[config.mk]
export PLATFORM = sky130hd
export DESIGN_NAME = bus_merge
export DESIGN_NICKNAME = d
export VERILOG_FILES = /design/src/rtl/tiny_cpu_pkg.sv /design/src/rtl/bus_merge_fifo.sv /design/src/rtl/bus_merge.sv
export SDC_FILE = /design/constraint.sdc
export NUM_CORES = 1
export LEC_CHECK = 0
export CAP_MARGIN = 20
export CORE_ASPECT_RATIO = 1.1
export CORE_MARGIN = 3
export CORE_UTILIZATION = 50
export CTS_BUF_LIST = sky130_fd_sc_hd__clkbuf_16
export CTS_CLUSTER_DIAMETER = 150
export DETAILED_ROUTE_END_ITERATION = 8
export PLACE_DENSITY = 0.7
export SETUP_SLACK_MARGIN = 0.3
export SYNTH_ARGS = -nofsm -noshare
export SYNTH_HDL_FRONTEND = slang
export SYNTH_HIERARCHICAL = 1
export SYNTH_SLANG_ARGS = --single-unit
[constraint.sdc]
create_clock -name clk -period 7.64 [get_ports clk]
set_clock_uncertainty 0.2 [all_clocks]
set_input_delay 1.528 -clock clk [delete_from_list [all_inputs] [get_ports clk]]
set_output_delay 1.528 -clock clk [all_outputs]
set_load 0.02 [all_outputs]
[src/rtl/tiny_cpu_pkg.sv]
// Shared widths and pairing-state encoding for the instruction/data bus merger.
package tiny_cpu_pkg;

  localparam int unsigned INSTR_W = 4;
  localparam int unsigned DATA_W  = 8;
  localparam int unsigned WORD_W  = INSTR_W + DATA_W;

  typedef enum logic [1:0] {
    ST_IDLE,
    ST_HAVE_INS,
    ST_HAVE_DATA,
    ST_PAIRED
  } pair_state_t;

  function automatic logic [WORD_W-1:0] pack_word(input logic [INSTR_W-1:0] ins,
                                                  input logic [DATA_W-1:0]  dat);
    return {ins, dat};
  endfunction

endpackage

[src/rtl/bus_merge_fifo.sv]
// Small FIFO of packed words, each tagged with its program address.
module bus_merge_fifo
  import tiny_cpu_pkg::*;
#(
  parameter int unsigned ADDR_W = 8,
  parameter int unsigned DEPTH  = 2
) (
  input  logic              clk,
  input  logic              rst_n,
  input  logic              i_flush,
  input  logic              i_push,
  input  logic [WORD_W-1:0] i_push_word,
  input  logic [ADDR_W-1:0] i_push_addr,
  input  logic              i_pop,
  output logic              o_valid,
  output logic              o_full,
  output logic [WORD_W-1:0] o_word,
  output logic [ADDR_W-1:0] o_addr
);

  localparam int unsigned PTR_W = (DEPTH > 1) ? $clog2(DEPTH) : 1;
  localparam int unsigned CNT_W = $clog2(DEPTH + 1);

  logic [WORD_W-1:0] r_word [DEPTH];
  logic [ADDR_W-1:0] r_addr [DEPTH];
  logic [PTR_W-1:0]  r_wr_ptr;
  logic [PTR_W-1:0]  r_rd_ptr;
  logic [CNT_W-1:0]  r_count;
  logic              w_pop_ok;
  logic              w_push_ok;

  assign o_valid   = (r_count != '0);
  assign o_full    = (r_count == CNT_W'(DEPTH));
  assign w_pop_ok  = i_pop && o_valid && !i_flush;
  assign w_push_ok = i_push && (!o_full || w_pop_ok) && !i_flush;
  // Outputs read as zero while empty so stale entries never show on the bus.
  assign o_word    = o_valid ? r_word[r_rd_ptr] : '0;
  assign o_addr    = o_valid ? r_addr[r_rd_ptr] : '0;

  always_ff @(posedge clk or negedge rst_n) begin
    if (!rst_n) begin
      for (int unsigned i = 0; i < DEPTH; i++) begin
        r_word[i] <= '0;
        r_addr[i] <= '0;
      end
      r_wr_ptr <= '0;
      r_rd_ptr <= '0;
      r_count  <= '0;
    end else if (i_flush) begin
      r_wr_ptr <= '0;
      r_rd_ptr <= '0;
      r_count  <= '0;
    end else begin
      if (w_push_ok) begin
        r_word[r_wr_ptr] <= i_push_word;
        r_addr[r_wr_ptr] <= i_push_addr;
        r_wr_ptr <= (r_wr_ptr == PTR_W'(DEPTH - 1)) ? '0 : r_wr_ptr + 1'b1;
      end
      if (w_pop_ok)
        r_rd_ptr <= (r_rd_ptr == PTR_W'(DEPTH - 1)) ? '0 : r_rd_ptr + 1'b1;
      case ({w_push_ok, w_pop_ok})
        2'b10:   r_count <= r_count + 1'b1;
        2'b01:   r_count <= r_count - 1'b1;
        default: r_count <= r_count;
      endcase
    end
  end

endmodule

[src/rtl/bus_merge.sv]
// Pairs instruction nibbles with data bytes into 12-bit program words,
// tags each with a wrapping address and buffers them for the downstream bus.
module bus_merge
  import tiny_cpu_pkg::*;
#(
  parameter int unsigned ADDR_W     = 8,
  parameter int unsigned FIFO_DEPTH = 2
) (
  input  logic               clk,
  input  logic               rst_n,
  input  logic               clear,
  input  logic               instr_valid,
  input  logic [INSTR_W-1:0] instruction,
  output logic               instr_ready,
  input  logic               data_valid,
  input  logic [DATA_W-1:0]  data,
  output logic               data_ready,
  output logic               word_valid,
  output logic [WORD_W-1:0]  bus_word,
  output logic [ADDR_W-1:0]  word_addr,
  input  logic               word_ready,
  output logic               addr_wrap
);

  pair_state_t        r_state;
  pair_state_t        w_next;
  logic [INSTR_W-1:0] r_ins;
  logic [DATA_W-1:0]  r_data;
  logic [ADDR_W-1:0]  r_addr;
  logic               r_wrap;
  logic               w_instr_xfer;
  logic               w_data_xfer;
  logic               w_pop;
  logic               w_push;
  logic               w_full;

  assign w_instr_xfer = instr_valid && instr_ready;
  assign w_data_xfer  = data_valid && data_ready;
  assign w_pop        = word_valid && word_ready;
  // A full buffer still accepts the push when the head leaves in the same cycle.
  assign w_push       = (r_state == ST_PAIRED) && !clear && (!w_full || w_pop);
  assign addr_wrap    = r_wrap;

  always_ff @(posedge clk or negedge rst_n) begin
    if (!rst_n) r_state <= ST_IDLE;
    else        r_state <= w_next;
  end

  always_comb begin
    w_next = r_state;
    if (clear) begin
      w_next = ST_IDLE;
    end else begin
      case (r_state)
        ST_IDLE: begin
          if (w_instr_xfer && w_data_xfer) w_next = ST_PAIRED;
          else if (w_instr_xfer)           w_next = ST_HAVE_INS;
          else if (w_data_xfer)            w_next = ST_HAVE_DATA;
        end
        ST_HAVE_INS:  if (w_data_xfer)  w_next = ST_PAIRED;
        ST_HAVE_DATA: if (w_instr_xfer) w_next = ST_PAIRED;
        ST_PAIRED:    if (w_push)       w_next = ST_IDLE;
        default:      w_next = ST_IDLE;
      endcase
    end
  end

  // Readies are gated by rst_n so they drop the instant reset asserts.
  always_comb begin
    instr_ready = 1'b0;
    data_ready  = 1'b0;
    if (rst_n && !clear) begin
      case (r_state)
        ST_IDLE: begin
          instr_ready = 1'b1;
          data_ready  = 1'b1;
        end
        ST_HAVE_INS:  data_ready  = 1'b1;
        ST_HAVE_DATA: instr_ready = 1'b1;
        default: ;
      endcase
    end
  end

  always_ff @(posedge clk or negedge rst_n) begin
    if (!rst_n) begin
      r_ins  <= '0;
      r_data <= '0;
    end else if (clear) begin
      r_ins  <= '0;
      r_data <= '0;
    end else begin
      if (w_instr_xfer) r_ins  <= instruction;
      if (w_data_xfer)  r_data <= data;
    end
  end

  always_ff @(posedge clk or negedge rst_n) begin
    if (!rst_n) begin
      r_addr <= '0;
      r_wrap <= 1'b0;
    end else if (clear) begin
      r_addr <= '0;
      r_wrap <= 1'b0;
    end else begin
      r_wrap <= w_push && (r_addr == '1);
      if (w_push) r_addr <= r_addr + 1'b1;
    end
  end

  bus_merge_fifo #(
    .ADDR_W (ADDR_W),
    .DEPTH  (FIFO_DEPTH)
  ) u_fifo (
    .clk         (clk),
    .rst_n       (rst_n),
    .i_flush     (clear),
    .i_push      (w_push),
    .i_push_word (pack_word(r_ins, r_data)),
    .i_push_addr (r_addr),
    .i_pop       (word_ready),
    .o_valid     (word_valid),
    .o_full      (w_full),
    .o_word      (bus_word),
    .o_addr      (word_addr)
  );

endmodule

==> out/summary.log, run 1 <==
[run_status] status complete, no violations
[sta] maximum achievable frequency 0.206 GHz
[placement] HPWL reported at the end of detailed placement 4250 um
[cts] clk root buf sky130_fd_sc_hd__clkbuf_16
[routing] average vias per placed instance 5.35
[setup_path] Worst Setup Path Type input port to output pin
[routing] number of detailed-route iterations in the first pass 5
[synthesis] count of distinct cell types in the synthesized netlist 40
[routing] wirelength, routed 6460 um
[cts] buffer depth of the longest clock path 2
[global_route] vias in the first global route 2250
[die] initial core utilization 0.531
[die] number of top-level pins 42
[global_route] antenna violations before repair 0
[cts] total number of clock tree sinks 67
[global_route] largest net degree at the start of global routing 71
[sta] setup repair after global routing missed its margin false
[power_and_ir_drop] Pwr Density 234 nW/um^2
[synthesis] adder and majority cell fraction of the synthesized area 0.0223
[global_route] total grt overflow 0
[setup_path] critical path fanouts, max 35
[routing] DRT antenna net count 0
[synthesis] largest family of logic cells by synthesized area multiplexers
[final_layout] fraction of layout cells with a size suffix above 1 0.230
[synthesis] Synth Instances 283
[cts] htree depth 3
[final_layout] number of non-filler instances in the completed layout 411
[sta] Finish-stage setup viols 0
[synthesis] Yosys warning count 6
[synthesis] cell taking the most area after synthesis sky130_fd_sc_hd__dfrtp_1
[placement] number of port buffers 41
[setup_path] kind of end point of the critical path output pin
[setup_path] data arrival time of the critical path 3.12 ns
[die] floorplan core area 6340 um^2
[synthesis] share of synthesized area occupied by flip-flops and latches 0.498
[power_and_ir_drop] leak pwr 1.87 nW
[synthesis] number of enable-type register cells in the synthesized netlist 0
[cts] clock tree from TritonCTS yes
[die] die area 7750 um^2
[synthesis] xor and xnor area share after synthesis 0.0234
[routing] detail-routed net length per standard cell 15.7 um
[synthesis] flop and latch count out of synthesis 67
[final_layout] Area growth syn-to-layout 21.5%
[synthesis] share of flip-flops with an asynchronous set or reset 1.00
[cts] insertion delay to the later sink of the worst-skew pair 0.33 ns
[cts] number of instances resized during post-cts repair 0
[setup_path] kind of start point of the critical path input port
[cts] Post-CTS Setup Bufs 0
[sta] Max Transition Viols Final 0
[setup_path] required time at the worst-slack endpoint 5.91 ns
[die] Row Count 30
[synthesis] compound-cell area share of the yosys netlist 0.0420
[die] die span in y 92.1 um
[routing] vias post-DR 2200
[routing] DRC viols 0
[sta] share of the clock period used by the worst path 0.635
[synthesis] netlist area before placement 3370 um^2
[sta] Min Clock Period, post-route 4.85 ns
[sta] Relative slew margins 0.435
[synthesis] simple-gate portion of the synthesized area 0.135
[sta] Hold Violations, Final 0
[cts] hold_buf cts 0
[hold_path] class of the tightest hold or removal check flop to flop
[die] width of the die 84.2 um
[synthesis] share of the synthesized area in the top cell type 0.498
[routing] DRT iter0 DRCs 110
[final_layout] Layout Nets 350
[global_route] global-route wire length before repair 11300 um
[synthesis] dominant register cell in the synthesized netlist sky130_fd_sc_hd__dfrtp_1
[placement] placer congestion estimate 0.759
[placement] cell total after placement 395
[sta] Post-Route Setup TNS 0 ns
[power_and_ir_drop] Peak VDD IR 0.163 mV
[cts] number of buffers created by CTS 9
[final_layout] antenna diode count 0
[global_route] global routing usage summed across all routing layers 0.188
[synthesis] share of cell area taken by muxes after synthesis 0.238
[sta] slew at the pin closest to its max-slew limit 0.847 ns
[flow_run] max cap viols 0
[synthesis] top post-synthesis cells by area sky130_fd_sc_hd__dfrtp_1 50%, sky130_fd_sc_hd__mux2_2 9.0%, sky130_fd_sc_hd__mux2_4 8.5%
[synthesis] synthesized area per cell 11.9 um^2
[synthesis] total nets after synthesis 307
[cts] clock edge transition at the registers on the reported setup and hold paths 0.06 ns
-- critical path, stage by stage --
cell and delay (ns):
sky130_fd_sc_hd__clkdlybuf4s50_1 0.46, sky130_fd_sc_hd__buf_4 0.32, sky130_fd_sc_hd__nand2b_4 0.22, sky130_fd_sc_hd__nor2_1 0.05, sky130_fd_sc_hd__clkdlybuf4s50_1 0.53
-- logic make-up (layout without fill, tap and decap cells) --
| family | Yosys count | after routing |
|---|---|---|
| compound gates | 23 | 23 |
| xor+xnor | 9 | 9 |
| fa+ha+maj | 6 | 6 |
| buf+inv | 27 | 75 |
| flops | 67 | 67 |
| mux | 67 | 67 |
| simple gates | 84 | 84 |
-- metrics by stage --
stage               utilization  total power [W]  worst slack, ns  hold slack [ns]  area [um^2]
global route              0.645          0.00102             2.70            0.322         4090
detailed placement        0.602         0.000590             2.80            0.295         3820
global placement          0.602         0.000586             2.79            0.287         3820
finish                    0.645         0.000955             2.79            0.306         4090
floorplan                     -         0.000538             3.82            0.279         3370
CTS                       0.645         0.000966             2.79            0.309         4090
-- Yosys cell counts, types with 2 or more instances --
cell type and instances:
sky130_fd_sc_hd__ha_1 6, sky130_fd_sc_hd__clkbuf_1 4, sky130_fd_sc_hd__xnor2_1 3, sky130_fd_sc_hd__mux2_2 27, sky130_fd_sc_hd__nor3_1 4, sky130_fd_sc_hd__mux2i_1 21
sky130_fd_sc_hd__inv_1 12, sky130_fd_sc_hd__xor2_1 6, sky130_fd_sc_hd__a21oi_1 5, sky130_fd_sc_hd__nand2b_1 3, sky130_fd_sc_hd__nand4_1 3, sky130_fd_sc_hd__buf_6 4
sky130_fd_sc_hd__nand3b_1 8, sky130_fd_sc_hd__nor4_1 2, sky130_fd_sc_hd__nand2_1 6, sky130_fd_sc_hd__o21ai_0 11, sky130_fd_sc_hd__dfrtp_1 67, sky130_fd_sc_hd__buf_2 5
sky130_fd_sc_hd__nor2b_1 8, sky130_fd_sc_hd__nor2_1 36, sky130_fd_sc_hd__mux2_4 19, sky130_fd_sc_hd__nand3_1 5
-- metal layers --
layer / GRT usage / part of all wire / vias to the layer above
met2: 0.287 / 0.48 / 51
met4: 0.0804 / 0.021 / 0
met3: 0.0503 / 0.030 / 15
li1: - / - / 1059
met1: 0.253 / 0.47 / 1075
met5: 0 / 0 / -
-- final timing paths --
| check | from | endpoint | slack [ns] | depth (start not counted) |
|---|---|---|---|---|
| worst max-delay path | clear | data_ready | 2.79 | 5 |
| worst min-delay path | u_fifo/r_word[1] | u_fifo/r_word[1] | 0.31 | 1 |
| worst max register to register | u_fifo/r_count[1] | u_fifo/r_word[3] | 4.21 | 10 |
| worst min register to register | u_fifo/r_word[1] | u_fifo/r_word[1] | 0.31 | 1 |
| max in group asynchronous | rst_n | r_ins[1] | 5.38 | 2 |
| min in group asynchronous | rst_n | u_fifo/r_rd_ptr | 1.32 | 2 |
-- final cells by class --
cell class | instances | area (um^2)
Clock buffer | 9 | 225
Multi-Input combinational cell | 189 | 1550
Clock inverter | 7 | 43.8
Inverter | 13 | 48.8
Fill cell | 523 | 2250
Timing Repair Buffer | 46 | 443
Sequential cell | 67 | 1680
Tap cell | 80 | 100
-- sequential cells by signal, indices dropped and copies added, names as in the netlist --
| name | count |
|---|---|
| r_state | 2 |
| u_fifo/r_rd_ptr | 1 |
| u_fifo/r_addr | 16 |
| addr_wrap | 1 |
| r_data | 8 |
| r_addr | 8 |
| r_ins | 4 |
| u_fifo/r_wr_ptr | 1 |
| u_fifo/r_word | 24 |
| u_fifo/r_count | 2 |
-- layout by cell type (no fill, tap or decap), drive strengths merged --
cell	instances
dfrtp	67
mux2	46
clkdlybuf4s50	40
nor2	37
mux2i	21
inv	14
o21ai	11
clkbuf	9
nor2b	9
nand3b	9
nand2	6
xor2	6
ha	6
buf	6
nand3	5
a21oi	5
clkinv	5
nor3	4
nand2b	4
nand4	3
xnor2	3
nor4	2
a211oi	2
a21bo	1
and3b	1
and3	1
o21bai	1
a41oi	1
a21boi	1
nand4b	1
clkinvlp	1
nor3b	1
or4b	1
o21a	1
-- report_power, final --
group	total [W]	switching [W]	internal, W	leakage, nW
Sequential	0.000412	0.0000251	0.000387	0.929
Clock	0.000373	0.000155	0.000218	0.133
Combinational	0.000171	0.0000855	0.0000855	0.806
Note: power is estimated with default switching activity, not from simulation.
==> run 2, diff against run 1 <==
Clock period 7.64 ns to 4.6 ns, I/O delays scaled along.
==> out/summary.log, run 2 (synthesized netlist as in run 1, its figures left out) <==
[run_status] status complete, no violations
[hold_path] Cells on Worst Hold Path 1 [unchanged]
[setup_path] CP most frequent cell sky130_fd_sc_hd__nor2_1
[setup_path] kind of end point of the critical path output pin
[sta] worst setup slack after layout 1.15 ns [-1.64 ns]
[routing] detail-routed net length per standard cell 15.8 um [+0.32%]
[placement] HPWL reported at the end of detailed placement 4340 um [+2.2%]
[sta] Min Clock Period, post-route 3.45 ns
[die] number of top-level pins 42 [unchanged]
[sta] Relative slew margins 0.436 [+0.000920]
[setup_path] count of cells along the worst register-to-register path 7 [-3]
[cts] hold_buf cts 0 [unchanged]
[sta] slew at the pin closest to its max-slew limit 0.846 ns [-0.00138 ns]
[cts] clock tree from TritonCTS yes
[global_route] global-route wire length before repair 10900 um [-3.9%]
[sta] share of the clock period used by the worst path 0.750
[global_route] antenna violations before repair 0 [unchanged]
[cts] number of instances resized during post-cts repair 0 [unchanged]
[placement] worst slack after detailed placement 0.968 ns [-1.83 ns]
[final_layout] antenna diode count 0 [unchanged]
[cts] clk root buf sky130_fd_sc_hd__clkbuf_16
[cts] total number of clock tree sinks 67 [unchanged]
[placement] placer congestion estimate 0.768 [+1.2%]
[cts] clock edge transition at the registers on the reported setup and hold paths 0.05 ns [about the same]
[routing] vias post-DR 2188 [-0.55%]
[setup_path] critical path fanouts, max 11 [-69%]
[cts] number of buffers created by CTS 9 [unchanged]
[cts] buffer depth of the longest clock path 2 [unchanged]
[final_layout] register ranked first by flip-flop count u_fifo/r_word
[sta] Post-Route Setup TNS 0 ns [unchanged]
[power_and_ir_drop] leak pwr 1.87 nW [+0.11%]
[global_route] vias in the first global route 2207 [-1.9%]
[hold_path] worst min-delay path endpoint u_fifo/r_word[3]
[die] floorplan core area 6340 um^2 [unchanged]
[cts] insertion delay to the later sink of the worst-skew pair 0.33 ns [about the same]
[hold_path] class of the tightest hold or removal check flop to flop
[routing] DRT iter0 DRCs 95 [-14%]
[global_route] global routing usage summed across all routing layers 0.180 [-0.00797]
[final_layout] fraction of layout cells with a size suffix above 1 0.224 [-0.00536]
[final_layout] most frequent cells in the layout 67 x sky130_fd_sc_hd__dfrtp_1, 40 x sky130_fd_sc_hd__clkdlybuf4s50_1, 36 x sky130_fd_sc_hd__nor2_1
[final_layout] Layout Nets 351 [+0.29%]
[setup_path] slowest cell delay on critical path 0.63 ns [+0.10 ns]
[routing] wirelength, routed 6470 um [about the same]
[setup_path] CP Buf/Inv Count 2 [-1]
[final_layout] Area growth syn-to-layout 21.2%
[routing] DRC viols 0 [unchanged]
[sta] Hold Violations, Final 0 [unchanged]
[placement] number of port buffers 41 [unchanged]
[die] die span in y 92.1 um [unchanged]
[setup_path] data arrival time of the critical path 2.33 ns [-0.79 ns]
[global_route] largest net degree at the start of global routing 71 [unchanged]
[cts] htree depth 3 [unchanged]
[setup_path] Worst R2R End u_fifo/r_word[12]
[final_layout] most common library cell in the layout ignoring fill and taps sky130_fd_sc_hd__dfrtp_1
[routing] DRT antenna net count 0 [unchanged]
[flow_run] max cap viols 0 [unchanged]
[die] Row Count 30 [unchanged]
[cts] Post-CTS Setup Bufs 0 [unchanged]
[setup_path] library cell contributing the largest single delay on the critical path sky130_fd_sc_hd__nor2_1
[routing] number of detailed-route iterations in the first pass 4 [-1]
[hold_path] startpoint of the lowest-slack hold path u_fifo/r_word[3]
[setup_path] kind of start point of the critical path flop
[setup_path] Worst Setup Path Type flop to output pin
[power_and_ir_drop] Pwr Density 381 nW/um^2 [+63%]
[setup_path] required time at the worst-slack endpoint 3.48 ns [-2.43 ns]
[setup_path] setup slack on the worst flop-to-flop path 1.60 ns [-2.61 ns]
[setup_path] sequence of cells on the critical path nor2_1 -> buf_4 -> nor2_1 -> clkdlybuf4s50_1
[final_layout] max FFs per register 24 [unchanged]
[die] initial core utilization 0.531 [unchanged]
[die] die area 7750 um^2 [unchanged]
[final_layout] largest registers ranked by flip-flop count u_fifo/r_word x24, u_fifo/r_addr x16
[die] width of the die 84.2 um [unchanged]
[power_and_ir_drop] Peak VDD IR 0.238 mV [+46%]
[setup_path] critical path's top delay family buffers and inverters
[global_route] total grt overflow 0 [unchanged]
[setup_path] RR Startpoint u_fifo/r_count[1]
[sta] Finish-stage setup viols 0 [unchanged]
[sta] setup repair after global routing missed its margin false
[sta] Max Transition Viols Final 0 [unchanged]
[sta] maximum achievable frequency 0.290 GHz
[routing] average vias per placed instance 5.34 [-0.30%]
## run 2: cell count changes in the layout (fill, tap and decap cells not counted), sizes merged
cell,delta
inv,+1
clkinv,-3
buf,+1
## run 2: layout make-up
cell class / instances / area (um^2)
Fill cell: 500 / 2260
Sequential cell: 67 / 1680
Multi-Input combinational cell: 189 / 1550
Timing Repair Buffer: 47 / 450
Clock buffer: 9 / 225
Tap cell: 80 / 100
Inverter: 13 / 48.8
Clock inverter: 5 / 25.0
## run 2: report_power, final
part	internal (W)	switching [W]	total (W)	leakage [nW]
registers	0.000643	0.0000452	0.000688	0.929
logic	0.000142	0.000140	0.000282	0.811
clock network	0.000351	0.000231	0.000582	0.130
total	0.00114	0.000416	0.00155	1.87
## run 2: worst reg2reg max path: cells and delay by family (launching register included)
kind,cells,cell delay (ns)
AO/OA/AOI/OAI,1,0.30
multiplexers,1,0.38
flip-flops,1,0.44
AND/OR/NAND/NOR,4,1.38
buffers and inverters,1,0.17
## run 2: routing by layer
metal | GRT usage | wire (um) | vias to the layer above
met1 | 0.230 | 2930 | 1080
met4 | 0.0912 | 140 | 0
met5 | 0 | 0 | -
met3 | 0.0377 | 247 | 11
met2 | 0.290 | 3150 | 45
li1 | - | - | 1052
## run 2: per-stage QoR
stage                     total power (W)  utilization  instance area, um^2  instances  hold slack [ns]
after detailed placement         0.000980        0.604                 3830        396            0.294
after floorplan                  0.000894            -                 3370        283            0.279
after CTS                         0.00157        0.643                 4080        410            0.309
after global placement           0.000973        0.604                 3830        396            0.288
after global routing              0.00164        0.643                 4080        410            0.326
final                             0.00155        0.643                 4080        410            0.305
## run 2: worst max-delay path by stage
stage,startpoint,endpoint,slack [ns],cells after the start
4_1_cts,u_fifo/r_count[0],word_addr[1],1.11,4
3_3_place_gp,word_ready,u_fifo/r_word[22],1.03,6
5_1_grt,u_fifo/r_count[0],word_addr[1],0.99,4
6_report,u_fifo/r_count[1],word_addr[1],1.15,4
3_5_place_dp,word_ready,u_fifo/r_word[14],0.97,6
2_1_floorplan,clear,u_fifo/r_addr[15],1.81,6
